[src/rtl/raster_tile_scheduler.sv]
// Raster tile scheduler: clips a triangle's bounding box to the screen and
// walks it row-major, emitting one pixel record per cycle on a valid/ready
// stream.
//
// Ports:
//   clk, rstn           clock, asynchronous active-low reset
//   tri_in/valid/ready  triangle handoff from setup
//   pix_out/valid/ready pixel stream to the barycentric/shading pipeline
//   pix_last            current pixel is the last of its triangle
//   tri_done            one-cycle pulse when a triangle completes (also empty)
//   flush               synchronous abort of the current triangle
//   busy                scheduler is not idle
//   pix_count           free-running count of transferred pixels (mod 2^32)

package raster_tile_scheduler_pkg;
  localparam int unsigned COORD_W = 16;
  localparam int unsigned ID_W    = 16;
  localparam int unsigned ATTR_W  = 32;

  typedef struct packed {
    logic [ID_W-1:0]    tri_id;
    logic [ATTR_W-1:0]  attr;
    logic [COORD_W-1:0] bbox_min_x;
    logic [COORD_W-1:0] bbox_max_x;
    logic [COORD_W-1:0] bbox_min_y;
    logic [COORD_W-1:0] bbox_max_y;
  } triangle_state_t;

  typedef struct packed {
    logic [COORD_W-1:0] x;
    logic [COORD_W-1:0] y;
    triangle_state_t    tri_state;
  } pixel_state_t;
endpackage

module raster_tile_scheduler
  import raster_tile_scheduler_pkg::*;
#(
  parameter int unsigned SCREEN_W = 160,
  parameter int unsigned SCREEN_H = 120
) (
  input  logic            clk,
  input  logic            rstn,
  input  triangle_state_t tri_in,
  input  logic            tri_valid,
  output logic            tri_ready,
  output pixel_state_t    pix_out,
  output logic            pix_valid,
  input  logic            pix_ready,
  output logic            pix_last,
  output logic            tri_done,
  input  logic            flush,
  output logic            busy,
  output logic [31:0]     pix_count
);

  localparam int unsigned CNT_W = 32;
  localparam logic [COORD_W-1:0] X_LIM = COORD_W'(SCREEN_W - 1);
  localparam logic [COORD_W-1:0] Y_LIM = COORD_W'(SCREEN_H - 1);

  typedef enum logic [1:0] {
    IDLE,
    SETUP,
    TRAVERSE,
    DONE
  } state_t;

  state_t             state_q, state_d;
  triangle_state_t    tri_q, tri_d;
  logic [COORD_W-1:0] x_q, x_d;
  logic [COORD_W-1:0] y_q, y_d;

  logic [COORD_W-1:0] xe_c, ye_c;
  logic               fire_c;

  pixel_state_t       pix_out_d;
  logic               pix_valid_d, pix_last_d, tri_done_d, tri_ready_d, busy_d;
  logic [CNT_W-1:0]   pix_count_d;

  // Clipped far corner of the latched box; the near corner needs no clip
  // because an off-screen near corner simply makes the box empty.
  assign xe_c   = (tri_q.bbox_max_x > X_LIM) ? X_LIM : tri_q.bbox_max_x;
  assign ye_c   = (tri_q.bbox_max_y > Y_LIM) ? Y_LIM : tri_q.bbox_max_y;
  assign fire_c = pix_valid & pix_ready;

  // State register and registered outputs
  always_ff @(posedge clk or negedge rstn) begin
    if (!rstn) begin
      state_q   <= IDLE;
      tri_q     <= '0;
      x_q       <= '0;
      y_q       <= '0;
      pix_out   <= '0;
      pix_valid <= 1'b0;
      pix_last  <= 1'b0;
      tri_done  <= 1'b0;
      tri_ready <= 1'b1;
      busy      <= 1'b0;
      pix_count <= '0;
    end else begin
      state_q   <= state_d;
      tri_q     <= tri_d;
      x_q       <= x_d;
      y_q       <= y_d;
      pix_out   <= pix_out_d;
      pix_valid <= pix_valid_d;
      pix_last  <= pix_last_d;
      tri_done  <= tri_done_d;
      tri_ready <= tri_ready_d;
      busy      <= busy_d;
      pix_count <= pix_count_d;
    end
  end

  // Next-state, traversal counters and next output values
  always_comb begin
    state_d     = state_q;
    tri_d       = tri_q;
    x_d         = x_q;
    y_d         = y_q;
    pix_count_d = fire_c ? (pix_count + CNT_W'(1)) : pix_count;

    case (state_q)
      IDLE: begin
        if (tri_valid && tri_ready) begin
          tri_d   = tri_in;
          state_d = SETUP;
        end
      end
      SETUP: begin
        if ((tri_q.bbox_min_x > xe_c) || (tri_q.bbox_min_y > ye_c)) begin
          state_d = DONE;
        end else begin
          x_d     = tri_q.bbox_min_x;
          y_d     = tri_q.bbox_min_y;
          state_d = TRAVERSE;
        end
      end
      TRAVERSE: begin
        if (fire_c) begin
          if (pix_last) begin
            state_d = DONE;
          end else if (x_q == xe_c) begin
            x_d = tri_q.bbox_min_x;
            y_d = y_q + COORD_W'(1);
          end else begin
            x_d = x_q + COORD_W'(1);
          end
        end
      end
      DONE: begin
        state_d = IDLE;
      end
      default: begin
        state_d = IDLE;
      end
    endcase

    // Abort wins over everything; an IDLE handshake in the same cycle is dropped
    if (flush) begin
      state_d = IDLE;
      tri_d   = tri_q;
    end

    pix_valid_d         = (state_d == TRAVERSE);
    pix_last_d          = (state_d == TRAVERSE) && (x_d == xe_c) && (y_d == ye_c);
    tri_done_d          = (state_d == DONE);
    tri_ready_d         = (state_d == IDLE);
    busy_d              = (state_d != IDLE);
    pix_out_d.x         = x_d;
    pix_out_d.y         = y_d;
    pix_out_d.tri_state = tri_d;
  end

endmodule

[config.mk]
export PLATFORM = sky130hd
export DESIGN_NAME = raster_tile_scheduler
export DESIGN_NICKNAME = d
export VERILOG_FILES = /design/src/rtl/raster_tile_scheduler.sv
export SDC_FILE = /design/constraint.sdc
export NUM_CORES = 1
export LEC_CHECK = 0
export BUFFER_PORTS_ARGS = -buffer_cell sky130_fd_sc_hd__buf_2
export CAP_MARGIN = 10
export CORE_MARGIN = 2
export CORE_UTILIZATION = 25
export DETAILED_ROUTE_END_ITERATION = 10
export HOLD_SLACK_MARGIN = 0.03
export SETUP_SLACK_MARGIN = 0.1
export SKIP_LAST_GASP = 1
export SYNTH_ARGS = -nofsm -noshare
export SYNTH_HDL_FRONTEND = slang
export SYNTH_SLANG_ARGS = --single-unit
[constraint.sdc]
create_clock -name clk -period 5.23 [get_ports clk]
set_clock_uncertainty 0.1 [all_clocks]
set_input_delay 0 -clock clk [delete_from_list [all_inputs] [get_ports clk]]
set_output_delay 0 -clock clk [all_outputs]
set_load 0.01 [all_outputs]
Word-level counts from Yosys, hierarchy flattened
Cells that the tools add are included.
{"block": "totals", "ram_bits": 0, "wordCells": 58, "reg_bits": 183, "input_bits": 117, "out_inout_bits": 181, "latchBits": 0, "romBits": 0, "mem_count": 0}
{"block": "op_classes", "addsub": 3, "muxes": 18, "eq_ne": 8, "shifts": 0, "n_mul": 0, "n_reduce_logical": 8, "n_div": 0, "bitwise": 2, "order_cmp": 4}
{"op": "$mux W16", "n": 10}
{"op": "$pmux W16 S2", "n": 2}
{"op": "$eq A16 B16 Y1", "n": 3}
{"op": "$add A16 B1 Y16 const B", "n": 2}
{"op": "$add A32 B1 Y32 const B", "n": 1}
{"op": "$gt A16 B16 Y1", "n": 2}
{"op": "$gt A16 B7 Y1 const B", "n": 1}
{"op": "$gt A16 B8 Y1 const B", "n": 1}
{"op": "$eq A2 B2 Y1 const B", "n": 4}
{"op": "$mux W2", "n": 4}
{"op": "$pmux W2 S4", "n": 1}
{"op": "$logic_not A2 Y1", "n": 2}
{"op": "$logic_and A1 B1 Y1", "n": 3}
{"op": "$reduce_and A3 Y1", "n": 1}
{"op": "$eq A2 B1 Y1 const B", "n": 1}
{"op": "$reduce_bool A2 Y1", "n": 1}
{"op": "$and A1 B1 Y1", "n": 1}
{"op": "$logic_or A1 B1 Y1", "n": 1}
{"op": "$mux W1", "n": 1}
{"op": "$not A1 Y1", "n": 1}

Depth between registers and ports, before layout
{"block": "logic_depth", "depth_word": 10, "ltp_mapped": 17, "mapped_depth_nobuf": 16}

Worst setup path after synthesis
Ideal clock, no wire load.
{"block": "synth_path", "kind": "register -> register", "startpoint": "register tri_q[47] (netlist name)", "endpoint": "register pix_last", "stages_incl_launch_ff": 17, "arrival_time_ns": 4.214, "synth_period_minus_slack_ns": 4.409, "path_buffers": 2, "setup_time_ns": 0.096, "setup_slack_ns": 0.821, "t_required_ns": 5.034, "cell_sequence": "dfrtp_1 > or4_4 > buf_6 > nor3_1 > nand2_1 > ha_1 > nand4_1 > nor3_1 > a21bo_2 > a31oi_1 > nor2_1 > buf_4 > a311oi_1 > nand4_1 > or4_1 > a2111o_1 > nor4_2"}
{"block": "synth_between", "elab_chain_len": 10, "elab_cells_between_ends": 23, "classes_between": "order compare (2); eq/ne (4); mux (14); reduce/logical (3)"}
{"element": "start: declaration", "line_no": "69", "text": "triangle_state_t tri_q, tri_d;"}
{"element": "start signal: assignment", "line_no": "102", "text": "tri_q <= tri_d;"}
{"element": "$gt A16 B8 Y1", "line_no": "82", "text": "assign xe_c = (tri_q.bbox_max_x > X_LIM) ? X_LIM : tri_q.bbox_max_x;"}
{"element": "$mux W16 *", "line_no": "82"}
{"element": "$gt A16 B16 Y1 / $eq A16 B16 Y1 (equally long branches)", "line_no": "131, 143"}
{"element": "$logic_or A1 B1 Y1 / $mux W16 (equally long branches)", "line_no": "131, 143"}
{"element": "$mux W1 / $mux W16 (equally long branches)", "line_no": "131, 141"}
{"element": "$pmux W2 S4 / $mux W16 (equally long branches)", "line_no": "123, 140"}
{"element": "$mux W2 / $pmux W16 S2 (equally long branches)", "line_no": "160, 123"}
{"element": "$eq A2 B2 Y1 / $eq A16 B16 Y1 (equally long branches)", "line_no": "166", "text": "pix_last_d = (state_d == TRAVERSE) && (x_d == xe_c) && (y_d == ye_c);"}
{"element": "$logic_and A1 B1 Y1", "line_no": "166"}
{"element": "$logic_and A1 B1 Y1 *", "line_no": "166"}
{"element": "named net pix_last_d", "line_no": "77", "text": "logic pix_valid_d, pix_last_d, tri_done_d, tri_ready_d, busy_d;"}
{"element": "end signal: assignment", "line_no": "107", "text": "pix_last <= pix_last_d;"}
{"element": "end: declaration", "line_no": "50", "text": "output logic pix_last,"}
The timed path passes the listed nets; every way through them passes the cells marked *.
A chain may end at the register's enable or synchronous reset.

Worst setup path after layout
{"block": "layout_path", "startpoint": "register tri_q[42] (netlist name)", "endpoint": "register pix_last"}
{"block": "layout_between", "elab_chain_len": 10, "elab_cells_between_ends": 23, "classes_between": "order compare (2); eq/ne (4); mux (14); reduce/logical (3)"}
{"element": "$gt A16 B8 Y1", "line_no": "82"}
{"element": "$mux W16 *", "line_no": "82"}
{"element": "parallel branches: the longest is 4 deep, another holds $gt A16 B16 Y1"}
{"element": "$pmux W16 S2 *", "line_no": "123", "text": "case (state_q)"}
{"element": "named net x_d[14]", "line_no": "70", "text": "logic [COORD_W-1:0] x_q, x_d;"}
{"element": "$eq A16 B16 Y1 *", "line_no": "166"}
{"element": "$logic_and A1 B1 Y1 * (2 in series)", "line_no": "166"}
{"element": "named net pix_last_d", "line_no": "77"}
Mark *: on every way through the listed nets, which the timed path passes.

==> summary.md <==
| Metric | Value |
|---|---|
| Internal power | between 0.003 and 0.004 W |
| Total power | 0.006843 W |
| Register share of total power | a little under two fifths |
| Combinational family with the most area after synthesis | simple AND/OR/NAND/NOR gates |
| Global-route wire length before repair | 52.64 mm |
| Dpl cells | approximately 1700 |
| Yosys warning total | 0 |
| Crit path from | tri_q[42] |
| Fin. Hold Viols | 0 |
| TNS Setup | 0 ns |
| Endpoint type of the worst setup path | flip-flop |
| RSZ-0062 raised after global routing | false |
| Crit-path cells | or4_1 > nor3_2 > nand2_1 > ha_1 > nand4_1 > nor3_1 > a21bo_2 > a31oi_4 > nor3_4 > a21o_1 > a221o_1 > a2111oi_0 > nand4_1 > a2111o_1 > nor4_2 |
| Top Ports | about 300 |
| Antenna diodes | 0 |
| Yosys cell types | approximately 70 |
| Outcome | completed |
| Core ar. | 37840 um2 |
| Worst Path Required | 5.49 ns |
| DIE WIDTH | approximately 200 um |
| Period Utilization, post-route | about nine tenths |
| Num CTS Buffers | 17 |
| Setup violations, final | 0 |
| Clock power share | a little under a fifth |
| DIE HEIGHT | 200.3 um |
| Max clock buf depth | 2 |
| TritonRoute pass-1 iters | 5 |
| Worst Tran Pin Value | about 1 ns |
| Largest net degree at the start of global routing | between 70 and 80 |
| # Max-Cap Violations | 0 |
| Complex-gate fraction of the synthesized area | 10.70% |
| Sw Pwr | between 0.002 and 0.003 W |
| Vias per cell | around 4.8 |
| Worst-path maximum fanout | 14 |
| Count leader, synth | dfrtp_1 |
| Post-Syn Instances | between 800 and 900 |
| DRC Markers | 0 |
| FP Rows | 71 |
| WHS | ~0.053 ns |
| Fin nets | around 1500 |
| Layout cell share with drive strength beyond 1 | roughly 38% |
| Antenna Nets Post-Route | 0 |
| Register area share after synthesis | approximately 48% |
| Comb pwr share | between 40% and 50% |
| Crit path largest cell delay | roughly 0.73 ns |
| Vias in the first global route | 9191 |
| CTS tree | done |
| Xor/xnor share of the synthesized area | about 4.2% |
| Root Buffer | clkbuf_16 |
| CP Launch Type | flip-flop |
| Flops & latches, synth | 183 |
| Post-synth EDFFs | 0 |
| Post-synthesis adder-cell area fraction | between 5 and 6% |
| Die area | 40120 um2 |
| Top cells by area, synth | dfrtp_1 47%, mux2_2 13%, ha_1 5.1%, xnor2_1 2.6%, nand2_1 2.5% |
| Synth cell count leaders | 182 x dfrtp_1, 114 x mux2_2, 64 x nand2_1 |
| Synth top area share | 47.27% |
| Slowest CP cell | or4_1 |
| Skew-Pair Late Insertion Delay | 0.44 ns |
| Initial Utilization | 25.46% |
| Setup CP Type | flip-flop to flip-flop |
| Reg-to-reg setup timing slack | 0.43 ns |
| Final Non-Filler Cells | 1828 |
| Reg2reg start | tri_q[42] |
| Post-synth top area cell | dfrtp_1 |
| Clock Pin Slew Worst Setup and Hold Paths | around 0.080 ns |
| Avg WL per Cell | around 19 um |
| Post-DP Area | between 10000 and 15000 um2 |
| Minimum clock period | approximately 4.8 ns |
| Htree depth | 4 |
| Pwr per Cell Area | ~500 nW/um2 |
| Placer Congestion | 0.9476 |
| Arrival time at the worst endpoint | just over 5 ns |
| Ys flop type | dfrtp_1 |
| Post-synthesis simple-gate area fraction | between 10% and 20% |
| Hold Path Class | input pin to asynchronous set/reset pin |
| Max-slew violation count | 0 |
| Lkg Pwr | 6.311 nW |
| Synthesized area | 9634 um2 |
| Grt total ovfl | 0 |
| Fmax | about 210 MHz |
| Switching part of the total power | between 40% and 50% |
| Area grow syn2layout | 41.09% |
| Syn_area_per_cell | 11.09 um2 |
| Total Routing Usage GR | between 10% and 20% |
| Initial antenna violation count | 0 |
| Rel. slew slack | approximately 33% |
| Post-detail-place hpwl | ~25 mm |
| Post-synthesis mux area share | ~14% |
| Finished Cell Area | 13590 um2 |
| Initial DRC Count | 533 |
| Critical Path Most Common Cell | nand4_1 |
| Routed Wire Length | around 34 mm |
| Synth async-reset ratio | 100.0% |
| # port buffers | roughly 300 |
| Clock Sinks | 183 |
| Peak VDD IR | between 0.0002 and 0.00025 V |
| Detailed-route via count | slightly below 9000 |
-- state kept, by name (all words and copies together), names as in the netlist --
register   flops
tri_q        112
pix_count     32
x_q           16
y_q           16
state_q        2
busy           1
pix_last       1
pix_valid      1
tri_done       1
tri_ready      1
-- through the flow --
step | utilization, % | setup WS, ns
4_1_cts | 35.73 | 0.1280
3_3_place_gp | 31.17 | 0.2617
2_1_floorplan | - | 0.8206
3_5_place_dp | 31.17 | 0.02194
5_1_grt | 35.92 | 0.1459
6_report | 35.92 | 0.4333
-- kinds of logic (layout without fill, tap and decap cells) --
logic type / Yosys count / after routing
AND/OR/NAND/NOR: 271 / 271
flip-flops: 183 / 183
AO/OA/AOI/OAI: 147 / 147
multiplexers: 123 / 123
buffers and inverters: 59 / 491
XOR/XNOR: 46 / 46
adder cells (fa/ha/maj): 39 / 39
other: 1 / 17
-- cell type report --
type | instances | area [um2]
flip-flops and latches | 183 | 4581
clock inverters | 11 | 100.1
multi-input cells | 643 | 4893
clock buffers | 20 | 456.7
repair buffers | 437 | 2836
fillers | 3832 | 24250
inverters | 23 | 86.33
well taps | 511 | 639.4
-- worst max-delay path, delay by kind of cell (launching register included) --
kind | cells | cell delay [ns]
AO/OA/AOI/OAI | 6 | 1.89
adder cells (fa/ha/maj) | 1 | 0.36
flip-flops | 1 | 0.41
AND/OR/NAND/NOR | 8 | 1.95
-- final timing paths --
| kind | to | cells after the start |
|---|---|---|
| max in group asynchronous | pix_count[21] | 3 |
| min in group clk | tri_q[19] | 3 |
| hold / removal | tri_q[45] | 2 |
| hold reg to reg | pix_count[31] | 1 |
| setup / recovery | pix_last | 15 |
| setup reg to reg | pix_last | 15 |
-- placed cells by master, fill, tap and decap left out, types with 4 or more instances in the layout --
master,Yosys,final
a21o_1,5,5
a21oi_1,28,28
a221o_1,10,10
a22oi_1,6,6
a311oi_1,4,4
a31oi_1,10,8
a41oi_1,5,5
and2_1,5,5
and3_1,8,8
and4_1,8,8
buf_2,1,296
buf_4,1,24
clkbuf_16,0,17
clkinvlp_4,0,5
conb_1,1,17
dfrtp_1,182,182
dlygate4sd3_1,0,116
ha_1,39,39
inv_1,22,22
mux2_2,114,114
mux2i_1,9,9
nand2_1,64,64
nand2b_1,6,6
nand3_1,33,33
nand4_1,29,29
nand4b_1,4,4
nor2_1,44,43
nor2b_1,6,6
nor3_1,21,18
nor4_1,13,13
nor4b_1,4,4
o211ai_1,6,6
o21ai_0,33,33
o31ai_1,5,5
or2_2,8,8
or4_1,7,7
xnor2_1,29,29
xor2_1,17,17
-- power groups by stage --
stage               combinational (W)  sequential, W  clock [W]
finish                        0.00296        0.00260    0.00128
global route                  0.00321        0.00270    0.00138
CTS                           0.00292        0.00261    0.00133
detailed placement            0.00283        0.00263          0
global placement              0.00280        0.00261          0
floorplan                     0.00146        0.00267          0
-- metal layers --
metal / up-vias / track usage, % / wire, um
li1: 4083 / - / -
met1: 4268 / 21.57 / 14870
met2: 400 / 27.03 / 15640
met3: 72 / 4.816 / 2539
met4: 0 / 6.164 / 911
met5: - / 0 / 0
-- timing repair --
item                                    in CTS  in global routing
hold buffers                               116                  0
hold endpoints to repair                   194                  0
resized for setup                            2                  9
buffers inserted                             0                  2
pin swaps                                    0                  2
endpoints found under the setup margin       1                  1
No activity file was read; power rests on OpenSTA's default activity.
